`config.mk`:
```
export PLATFORM = sky130hd
export DESIGN_NAME = adder_seq_param
export DESIGN_NICKNAME = d
export VERILOG_FILES = /design/src/rtl/adder_seq_param.sv
export SDC_FILE = /design/constraint.sdc
export NUM_CORES = 1
export LEC_CHECK = 0
export BUFFER_PORTS_ARGS = -buffer_cell sky130_fd_sc_hd__buf_2
export CORE_UTILIZATION = 50
export DETAILED_ROUTE_END_ITERATION = 10
export GPL_TIMING_DRIVEN = 0
export PLACE_DENSITY = 0.76
export SYNTH_ARGS = -nofsm -noshare
export SYNTH_HDL_FRONTEND = slang
export SYNTH_SLANG_ARGS = --single-unit
```
`constraint.sdc`:
```
create_clock -name clk -period 3.51 [get_ports clk]
set_clock_uncertainty 0.15 [all_clocks]
set_input_delay 0.702 -clock clk [delete_from_list [all_inputs] [get_ports clk]]
set_output_delay 0.702 -clock clk [all_outputs]
set_load 0.01 [all_outputs]
```
`src/rtl/adder_seq_param.sv`:
```
// Multi-cycle ripple adder/subtractor: DIGIT bits per clock over WIDTH/DIGIT cycles,
// carry registered between digits, start/done handshake, carry-out and signed overflow.
module adder_seq_param #(
  parameter int unsigned WIDTH = 32,
  parameter int unsigned DIGIT = 4
) (
  input  logic             clk,
  input  logic             rst_n,
  input  logic             start,
  input  logic [WIDTH-1:0] a,
  input  logic [WIDTH-1:0] b,
  input  logic             ci,
  input  logic             sub,
  output logic             busy,
  output logic             done,
  output logic [WIDTH-1:0] s,
  output logic             co,
  output logic             ovf
);

  localparam int unsigned NDIG = WIDTH / DIGIT;
  localparam int unsigned CW   = $clog2(NDIG) + 1;
  localparam int unsigned DW   = DIGIT + 1;

  typedef enum logic {IDLE, RUN} state_t;

  state_t           state_q, state_d;
  logic [WIDTH-1:0] a_q, b_q;
  logic             carry_q;
  logic [CW-1:0]    cnt_q;

  logic [DIGIT-1:0] a_dig, b_dig, sum;
  logic             c_next;
  logic             last;
  logic             dig_ovf;

  // Digit select as a constant-slice mux keyed on the counter.
  always_comb begin
    a_dig = '0;
    b_dig = '0;
    for (int unsigned k = 0; k < NDIG; k++) begin
      if (cnt_q == CW'(k)) begin
        a_dig = a_q[k*DIGIT +: DIGIT];
        b_dig = b_q[k*DIGIT +: DIGIT];
      end
    end
  end

  always_comb begin
    {c_next, sum} = {1'b0, a_dig} + {1'b0, b_dig} + DW'(carry_q);
    last          = (cnt_q == CW'(NDIG - 1));
    // Same-sign operands giving an opposite-sign sum; equals carry-in^carry-out of the MSB.
    dig_ovf       = (a_dig[DIGIT-1] == b_dig[DIGIT-1]) && (sum[DIGIT-1] != a_dig[DIGIT-1]);
  end

  always_comb begin
    state_d = state_q;
    unique case (state_q)
      IDLE:    if (start) state_d = RUN;
      RUN:     if (last)  state_d = IDLE;
      default: state_d = IDLE;
    endcase
  end

  assign busy = (state_q == RUN);

  always_ff @(posedge clk or negedge rst_n) begin
    if (!rst_n) begin
      state_q <= IDLE;
      a_q     <= '0;
      b_q     <= '0;
      carry_q <= 1'b0;
      cnt_q   <= '0;
      s       <= '0;
      co      <= 1'b0;
      ovf     <= 1'b0;
      done    <= 1'b0;
    end else begin
      state_q <= state_d;
      done    <= 1'b0;
      unique case (state_q)
        IDLE: begin
          if (start) begin
            a_q     <= a;
            b_q     <= sub ? ~b : b;
            carry_q <= sub | ci;
            cnt_q   <= '0;
            s       <= '0;
            co      <= 1'b0;
            ovf     <= 1'b0;
          end
        end
        RUN: begin
          for (int unsigned k = 0; k < NDIG; k++) begin
            if (cnt_q == CW'(k)) s[k*DIGIT +: DIGIT] <= sum;
          end
          carry_q <= c_next;
          cnt_q   <= cnt_q + CW'(1);
          if (last) begin
            co   <= c_next;
            ovf  <= dig_ovf;
            done <= 1'b1;
          end
        end
        default: ;
      endcase
    end
  end

endmodule
```
==> key figures, run 1 <==
Detailed routing
  • DRC viols: 0
  • Remaining antenna violation count after routing: 0
  • Router iterations before antenna repair: 5
  • DR WL/cell: 16.1 um
  • Routed wire length: 13.9 mm
  • Routed via count: 4746
  • Via/cell ratio: 5.51
  • DR iter-0 viols: 336

Worst setup path
  • CP arrival: 3.56 ns
  • Worst R2R End: s[6]$_DFFE_PN0P_
  • Slowest CP cell: dfrtp_2
  • Crit path launch type: register
  • Critical path class: reg2reg
  • Worst Reg-to-Reg Cells: 14
  • CP bufs+invs: 3
  • CP max FO: 10
  • Crit path max-delay family: adder cells
  • Max stage delay on crit path: 0.46 ns
  • R2r startpoint: cnt_q[0]$_DFFE_PN0P_
  • R2r setup slk: 0.04 ns
  • CP Data Required Time: 3.61 ns
  • CP endpoint kind: register
  • Crit-path cells: inv_1 > ha_2 > buf_4 > nand2_1 > o21ai_1 > a2bb2oi_1 > o22ai_1 > o221ai_2 > fa_2 > fa_2 > nor2b_4 > nor3b_4 > buf_4 > mux2_1

Synthesis
  • Top cells by area, synth: dfrtp_1 49%, nand2_1 12%, o21ai_0 4.8%
  • Synthesized area per cell: 8.93 um^2
  • Sequential-to-total area share from yosys stat: 48.7%
  • Post-synthesis register bit count: 105
  • Asr flop ratio synth: 100%
  • Synth Warn #: 0
  • Number of synthesized flops with an enable pin: 0
  • Yosys top cell area share: 48.7%
  • Mapped cell area: 0.00540 mm^2
  • Cells after Synth: 605
  • Synthesized net count: 683
  • Library cells used by synthesis: 51
  • Yosys top cell by area: dfrtp_1
  • Synth Flop Type: dfrtp_1

STA
  • Worst Max-Slew Pin Slew: 0.573 ns
  • Final Hold Viols: 0
  • RSZ-0062 raised after global routing: false
  • Worst setup margin: 0.0448 ns
  • Max-slew headroom: 61.8%
  • Final worst path period need: 3.47 ns
  • Hold Slack: 0.122 ns
  • Tcrit/Tclk final: 98.7%
  • Final Max Slew Viols: 0
  • Final setup viols: 0
  • Highest Clock Rate: 289 MHz

Flow run
  • Max Cap Viol: 0

Run status
  • Status: complete, no violations

Clocking
  • CTS tree: done
  • Clock Tree Buf Depth: 2
  • Clk slew on worst S/H paths: 0.10 ns
  • Total CTS buffers: 9
  • Sink Count: 105
  • Worst-Skew Late Latency: 0.36 ns
  • H-tree depth: 3
  • Clock Root Buffer: clkbuf_8

Floorplanning
  • Row count: 37
  • Initial Util: 51.8%
  • Die height: 106 um
  • Core area: 0.0104 mm^2
  • # IOs: 105
  • Die W: 106 um
  • Die area: 0.0112 mm^2

Power and ir drop
  • LEAKAGE: 3.15 nW
  • Pwr Density: 983 mW/mm^2
  • Max VDD drop: 0.469 mV

Placement
  • Placed Area: 0.00612 mm^2
  • Dpl hpwl: 10.1 mm
  • DP Worst Slack: -0.847 ns
  • RePlAce Congestion: 0.882
  • Placed cells: 845
  • Buffers added on ports: 103

Worst hold path
  • Worst hold path type: in2async

Layout
  • Commonest non-fill, non-tap cell in the layout: nand2_1
  • Design Area, Final: 0.00648 mm^2
  • Most frequent cells in the layout: 178 x nand2_1, 113 x buf_2, 103 x dfrtp_1, 48 x o21ai_0, 33 x a21oi_1
  • Share of layout cells above drive strength 1: 24.6%
  • Nets: 800
  • Finished Core Util: 62.2%
  • # diodes: 0
  • Area growth syn-to-layout: 20.0%
  • Layout fillers: 897
  • Post-Layout Cell Count: 861

Global route
  • Initial antenna violation count: 0
  • Total grt overflow: 0
  • Vias in the first global route: 4625
  • Largest net degree at the start of global routing: 75
  • Global-route wire length before repair: 22.3 mm
  • All-Layer GR Usage: 25.6%
==> Yosys cell counts, types with 3 or more instances <==
library cell / instances
a21oi_1: 35
a222oi_1: 3
nor2b_1: 11
dfrtp_1: 105
mux2_2: 8
xor2_1: 9
nand2b_1: 3
inv_1: 12
o22ai_1: 6
nand4_1: 7
nand3_1: 4
xnor2_1: 24
nor3_1: 3
ha_1: 7
a2bb2oi_1: 3
o21ai_0: 52
nand2_1: 178
clkbuf_1: 21
a22o_1: 17
a31oi_1: 13
mux2i_1: 3
a221oi_1: 4
o21a_1: 3
nand3b_1: 4
nor2_1: 16
a21boi_0: 3
buf_2: 16
nor3b_1: 3
==> metal layers <==
layer	GRT usage, %	share of wire, %	wire (um)	vias to the layer above
li1	-	-	-	2288
met1	34.1	45	6230	2228
met2	41.6	47	6490	184
met3	4.48	5.3	739	46
met4	10.1	3.2	441	0
met5	0	0	0	-
==> report_power, final <==
group / internal, W / total, W / switching [W]
logic: 0.00140 / 0.00337 / 0.00197
registers: 0.00175 / 0.00211 / 0.000360
clock network: 0.000487 / 0.000887 / 0.000400
total: 0.00364 / 0.00637 / 0.00273
==> registers in the layout, indices dropped and copies added (netlist names) <==
name     flops
carry_q      1
busy         1
s           32
done         1
ovf          1
cnt_q        4
co           1
b_q         32
a_q         32
==> per-stage QoR <==
| step | TNS, ns | power [W] |
|---|---|---|
| 6_report | 0 | 0.00637 |
| 5_1_grt | 0 | 0.00681 |
| 4_1_cts | 0 | 0.00624 |
| 3_5_place_dp | -12.98 | 0.00515 |
| 3_3_place_gp | -11.48 | 0.00503 |
| 2_1_floorplan | 0 | 0.00416 |
==> timing repair <==
item	4_1_cts	5_1_grt
hold buffers	0	0
gates resized for setup	31	9
endpoints found under the setup margin	28	25
buffers inserted	2	1
pin swaps	5	4
==> area by class of cell <==
type | count | area [um^2] | area share [%]
clock inverters | 3 | 90.1 | 1.39
plain buffers | 42 | 236 | 3.65
inverters | 13 | 48.8 | 0.753
well taps | 136 | 170 | 2.63
flip-flops and latches | 105 | 2630 | 40.6
repair buffers | 107 | 568 | 8.76
multi-input cells | 444 | 2600 | 40.1
clock buffers | 11 | 141 | 2.18
==> cells by family (layout without fill, tap and decap cells) <==
family,count (synthesis),in the layout,synth area share (%)
buffers and inverters,56,176,4.68
xor gates and xnor gates,33,33,5.35
DFF,105,105,48.7
AOI/OAI and AO/OA,152,152,17.7
muxes,12,12,2.43
and+or+nand+nor,238,238,18.8
adders and majority gates,9,9,2.36
==> how the worst max path moves through the flow <==
stage,start,to,cells after the start
after global routing,cnt_q[0]$_DFFE_PN0P_,s[6]$_DFFE_PN0P_,13
after CTS,cnt_q[1]$_DFFE_PN0P_,s[6]$_DFFE_PN0P_,13
after detailed placement,cnt_q[0]$_DFFE_PN0P_,s[26]$_DFFE_PN0P_,12
after floorplan,cnt_q[0]$_DFFE_PN0P_,s[30]$_DFFE_PN0P_,12
after global placement,cnt_q[0]$_DFFE_PN0P_,s[30]$_DFFE_PN0P_,12
final,cnt_q[0]$_DFFE_PN0P_,s[6]$_DFFE_PN0P_,14
No activity file was read; power rests on OpenSTA's default activity.
==> run 2: changes to the inputs <==
--- a/config.mk
+++ b/config.mk
@@ -5,11 +5,11 @@
 export SDC_FILE = /design/constraint.sdc
 export NUM_CORES = 1
 export LEC_CHECK = 0
+export ABC_AREA = 1
 export BUFFER_PORTS_ARGS = -buffer_cell sky130_fd_sc_hd__buf_2
 export CORE_UTILIZATION = 50
 export DETAILED_ROUTE_END_ITERATION = 10
-export GPL_TIMING_DRIVEN = 0
-export PLACE_DENSITY = 0.76
+export PLACE_DENSITY = 0.77
 export SYNTH_ARGS = -nofsm -noshare
 export SYNTH_HDL_FRONTEND = slang
 export SYNTH_SLANG_ARGS = --single-unit
==> run 2 against run 1 <==
Against the previous run: clock-buffer cell count unchanged; via count down 13%; non-clock buffer count down 39.
==> key figures, run 2 <==
Run status
  • Status: complete, no violations

Placement
  • Dpl hpwl: 8.39 mm (-17%)
  • RePlAce Congestion: 0.878 (-0.48%)
  • Buffers added on ports: 104 (+0.97%)

STA
  • Highest Clock Rate: 304 MHz (+5.2%)
  • Hold Slack: 0.292 ns (+0.171 ns)
  • Setup TNS: 0 ns (unchanged)
  • RSZ-0062 raised after global routing: false
  • Final worst path period need: 3.29 ns (-0.173 ns)
  • Final Hold Viols: 0 (unchanged)
  • Final Max Slew Viols: 0 (unchanged)
  • Tcrit/Tclk final: 93.8% (-4.9 points)
  • Final setup viols: 0 (unchanged)
  • Worst Max-Slew Pin Slew: 0.876 ns (+0.303 ns)
  • Max-slew headroom: 41.6% (-20 points)

Detailed routing
  • Routed via count: 4116 (-13%)
  • Router iterations before antenna repair: 4 (-1)
  • DR WL/cell: 13.6 um (-15%)
  • Uppermost layer routed: met4
  • Routed wire length: 11.3 mm (-19%)
  • DRC viols: 0 (unchanged)
  • Met2 wire length: 5.40 mm (-17%)
  • Routed length on met3: 555 um (-25%)
  • Metal-1 WL: 5.12 mm (-18%)
  • Remaining antenna violation count after routing: 0 (unchanged)
  • DR iter-0 viols: 220 (-35%)
  • Via/cell ratio: 4.99 (-9.5%)

Worst setup path
  • CP Data Required Time: 3.61 ns (about the same)
  • Crit path launch type: register
  • CP endpoint kind: register
  • CP max FO: 8 (-2)
  • CP arrival: 3.40 ns (-0.16 ns)
  • Critical path class: reg2reg

Synthesis
  • Synthesized area per cell: 8.78 um^2 (-1.6%)
  • Synthesized net count: 665 (-2.6%)
  • Yosys top cell area share: 51.0% (+2.3 points)
  • Synth Flop Type: dfrtp_1
  • Top cells by area, synth: dfrtp_1 51%, nand2_1 16%, mux2_2 5.7%
  • Cells after Synth: 587 (-3.0%)
  • Yosys top cell by area: dfrtp_1
  • Sequential-to-total area share from yosys stat: 51.0% (+2.3 points)
  • Synth Warn #: 0 (unchanged)
  • Commonest cells in the netlist: 218 x nand2_1, 105 x dfrtp_1, 52 x o21ai_0
  • Count leader, synth: nand2_1
  • Mapped cell area: 0.00516 mm^2 (-4.5%)
  • Number of synthesized flops with an enable pin: 0 (unchanged)
  • Post-synthesis register bit count: 105 (unchanged)
  • Asr flop ratio synth: 100% (unchanged)
  • Library cells used by synthesis: 31 (-39%)

Global route
  • Total grt overflow: 0 (unchanged)
  • Global-route wire length before repair: 19.3 mm (-13%)
  • Vias in the first global route: 4140 (-10%)
  • Largest net degree at the start of global routing: 71 (-5.3%)
  • Initial antenna violation count: 0 (unchanged)
  • All-Layer GR Usage: 22.5% (-3.1 points)

Clocking
  • Sink Count: 105 (unchanged)
  • Total CTS buffers: 9 (unchanged)
  • Hold_buf cts: 0 (unchanged)
  • Worst-Skew Late Latency: 0.37 ns (about the same)
  • Clock Tree Buf Depth: 2 (unchanged)
  • CTS tree: done
  • Clk slew on worst S/H paths: 0.10 ns (about the same)
  • Clock Root Buffer: clkbuf_8
  • H-tree depth: 3 (unchanged)

Power and ir drop
  • Max VDD drop: 0.397 mV (-15%)
  • Pwr Density: 961 mW/mm^2 (-2.2%)
  • Tot Pwr: 0.00577 W (-9.3%)
  • LEAKAGE: 3.15 nW (about the same)

Layout
  • # diodes: 0 (unchanged)
  • Nets: 765 (-4.4%)
  • Commonest non-fill, non-tap cell in the layout: nand2_1
  • Regs by FF count: a_q: 32 flops, b_q: 32 flops, s: 32 flops
  • Area growth syn-to-layout: 16.5%
  • Layout fillers: 844 (-5.9%)
  • Finished Core Util: 60.9% (-1.3 points)
  • Share of layout cells above drive strength 1: 26.4% (+1.9 points)
  • Most frequent cells in the layout: 215 x nand2_1, 104 x dfrtp_1, 103 x buf_2, 50 x o21ai_0, 32 x xnor2_1

Floorplanning
  • Die W: 104 um (-2.2%)
  • Initial Util: 52.3% (+0.43 points)
  • Row count: 36 (-2.7%)
  • Core area: 0.00986 mm^2 (-5.3%)
  • # IOs: 105 (unchanged)
  • Die height: 104 um (-2.2%)
  • Die area: 0.0107 mm^2 (-4.4%)

Flow run
  • Max Cap Viol: 0 (unchanged)

Worst hold path
  • Worst hold path type: in2async
==> run 2: changes by cell type in the layout (fill, tap and decap cells not counted), sizes merged, moves of 16 or more <==
| cell | change |
|---|---|
| nand2 | +44 |
| a21oi | -29 |
| inv | +25 |
| clkbuf | -21 |
| nand3 | +21 |
| buf | -18 |
| mux2 | +17 |
| a22o | -16 |
==> run 2: final timing paths <==
path / startpoint / end / slack (ns) / cells past startpoint
hold / removal: rst_n / s[18]$_DFFE_PN0P_ / 0.29 / 1
setup / recovery: cnt_q[1]$_DFFE_PN0P_ / s[22]$_DFFE_PN0P_ / 0.22 / 19
setup reg to reg: cnt_q[1]$_DFFE_PN0P_ / s[22]$_DFFE_PN0P_ / 0.22 / 19
hold reg to reg: s[28]$_DFFE_PN0P_ / s[28]$_DFFE_PN0P_ / 0.34 / 2
max in group asynchronous: rst_n / b_q[16]$_DFFE_PN0P_ / 2.14 / 2
min in group clk: s[28]$_DFFE_PN0P_ / s[28]$_DFFE_PN0P_ / 0.34 / 2
==> run 2: what timing repair did <==
action	CTS	global route
endpoints found under the setup margin	14	32
gates resized for setup	3	12
buffers inserted	0	2
==> run 2: cells by family after synthesis <==
logic type / share of synthesized area [%]
flops: 51.0
buf+inv: 4.95
compound gates: 7.98
xor+xnor: 5.44
mux: 5.68
simple gates: 22.5
fa+ha+maj: 2.48
==> run 2: layer usage <==
metal / GRT usage [%] / up-vias
met5: 0 / -
met4: 6.73 / 0
met3: 5.92 / 14
met2: 37.2 / 105
met1: 29.0 / 1928
li1: - / 2069
==> run 2: metrics by stage <==
step                area, um^2  std cells  worst slack [ns]
floorplan                 5160        587             0.425
CTS                       5970        823            0.0456
global placement          5760        807           -0.0240
detailed placement        5760        807            -0.139
global route              6010        825          0.000492
finish                    6010        825             0.217
==> run 2: layout make-up <==
cell class,instances,area [um^2],area share (%)
multi-input cells,424,2300,38.2
clock buffers,11,141,2.35
clock inverters,5,62.6,1.04
well taps,133,166,2.77
flip-flops and latches,105,2630,43.7
repair buffers,110,568,9.45
inverters,37,144,2.39
==> run 2: worst max-delay path: stages, from the launching register on <==
cell and delay [ns]:
dfrtp_1 0.43, inv_1 0.10, ha_2 0.21, inv_2 0.17
nand2_1 0.07, o22ai_1 0.13, nand2_1 0.09, nand3_1 0.07
o21ai_0 0.08, nand2_1 0.06, nand2_1 0.04, nand2_1 0.06
a21boi_1 0.10, fa_2 0.40, fa_2 0.36, nor2_1 0.13
inv_1 0.06, nand2_1 0.07, a21oi_2 0.10, mux2_2 0.30
==> run 2: power by group <==
group          internal (W)  switching [W]  leakage [nW]
Combinational       0.00112        0.00178          1.73
Clock              0.000353       0.000406        0.0962
Sequential          0.00177       0.000348          1.32
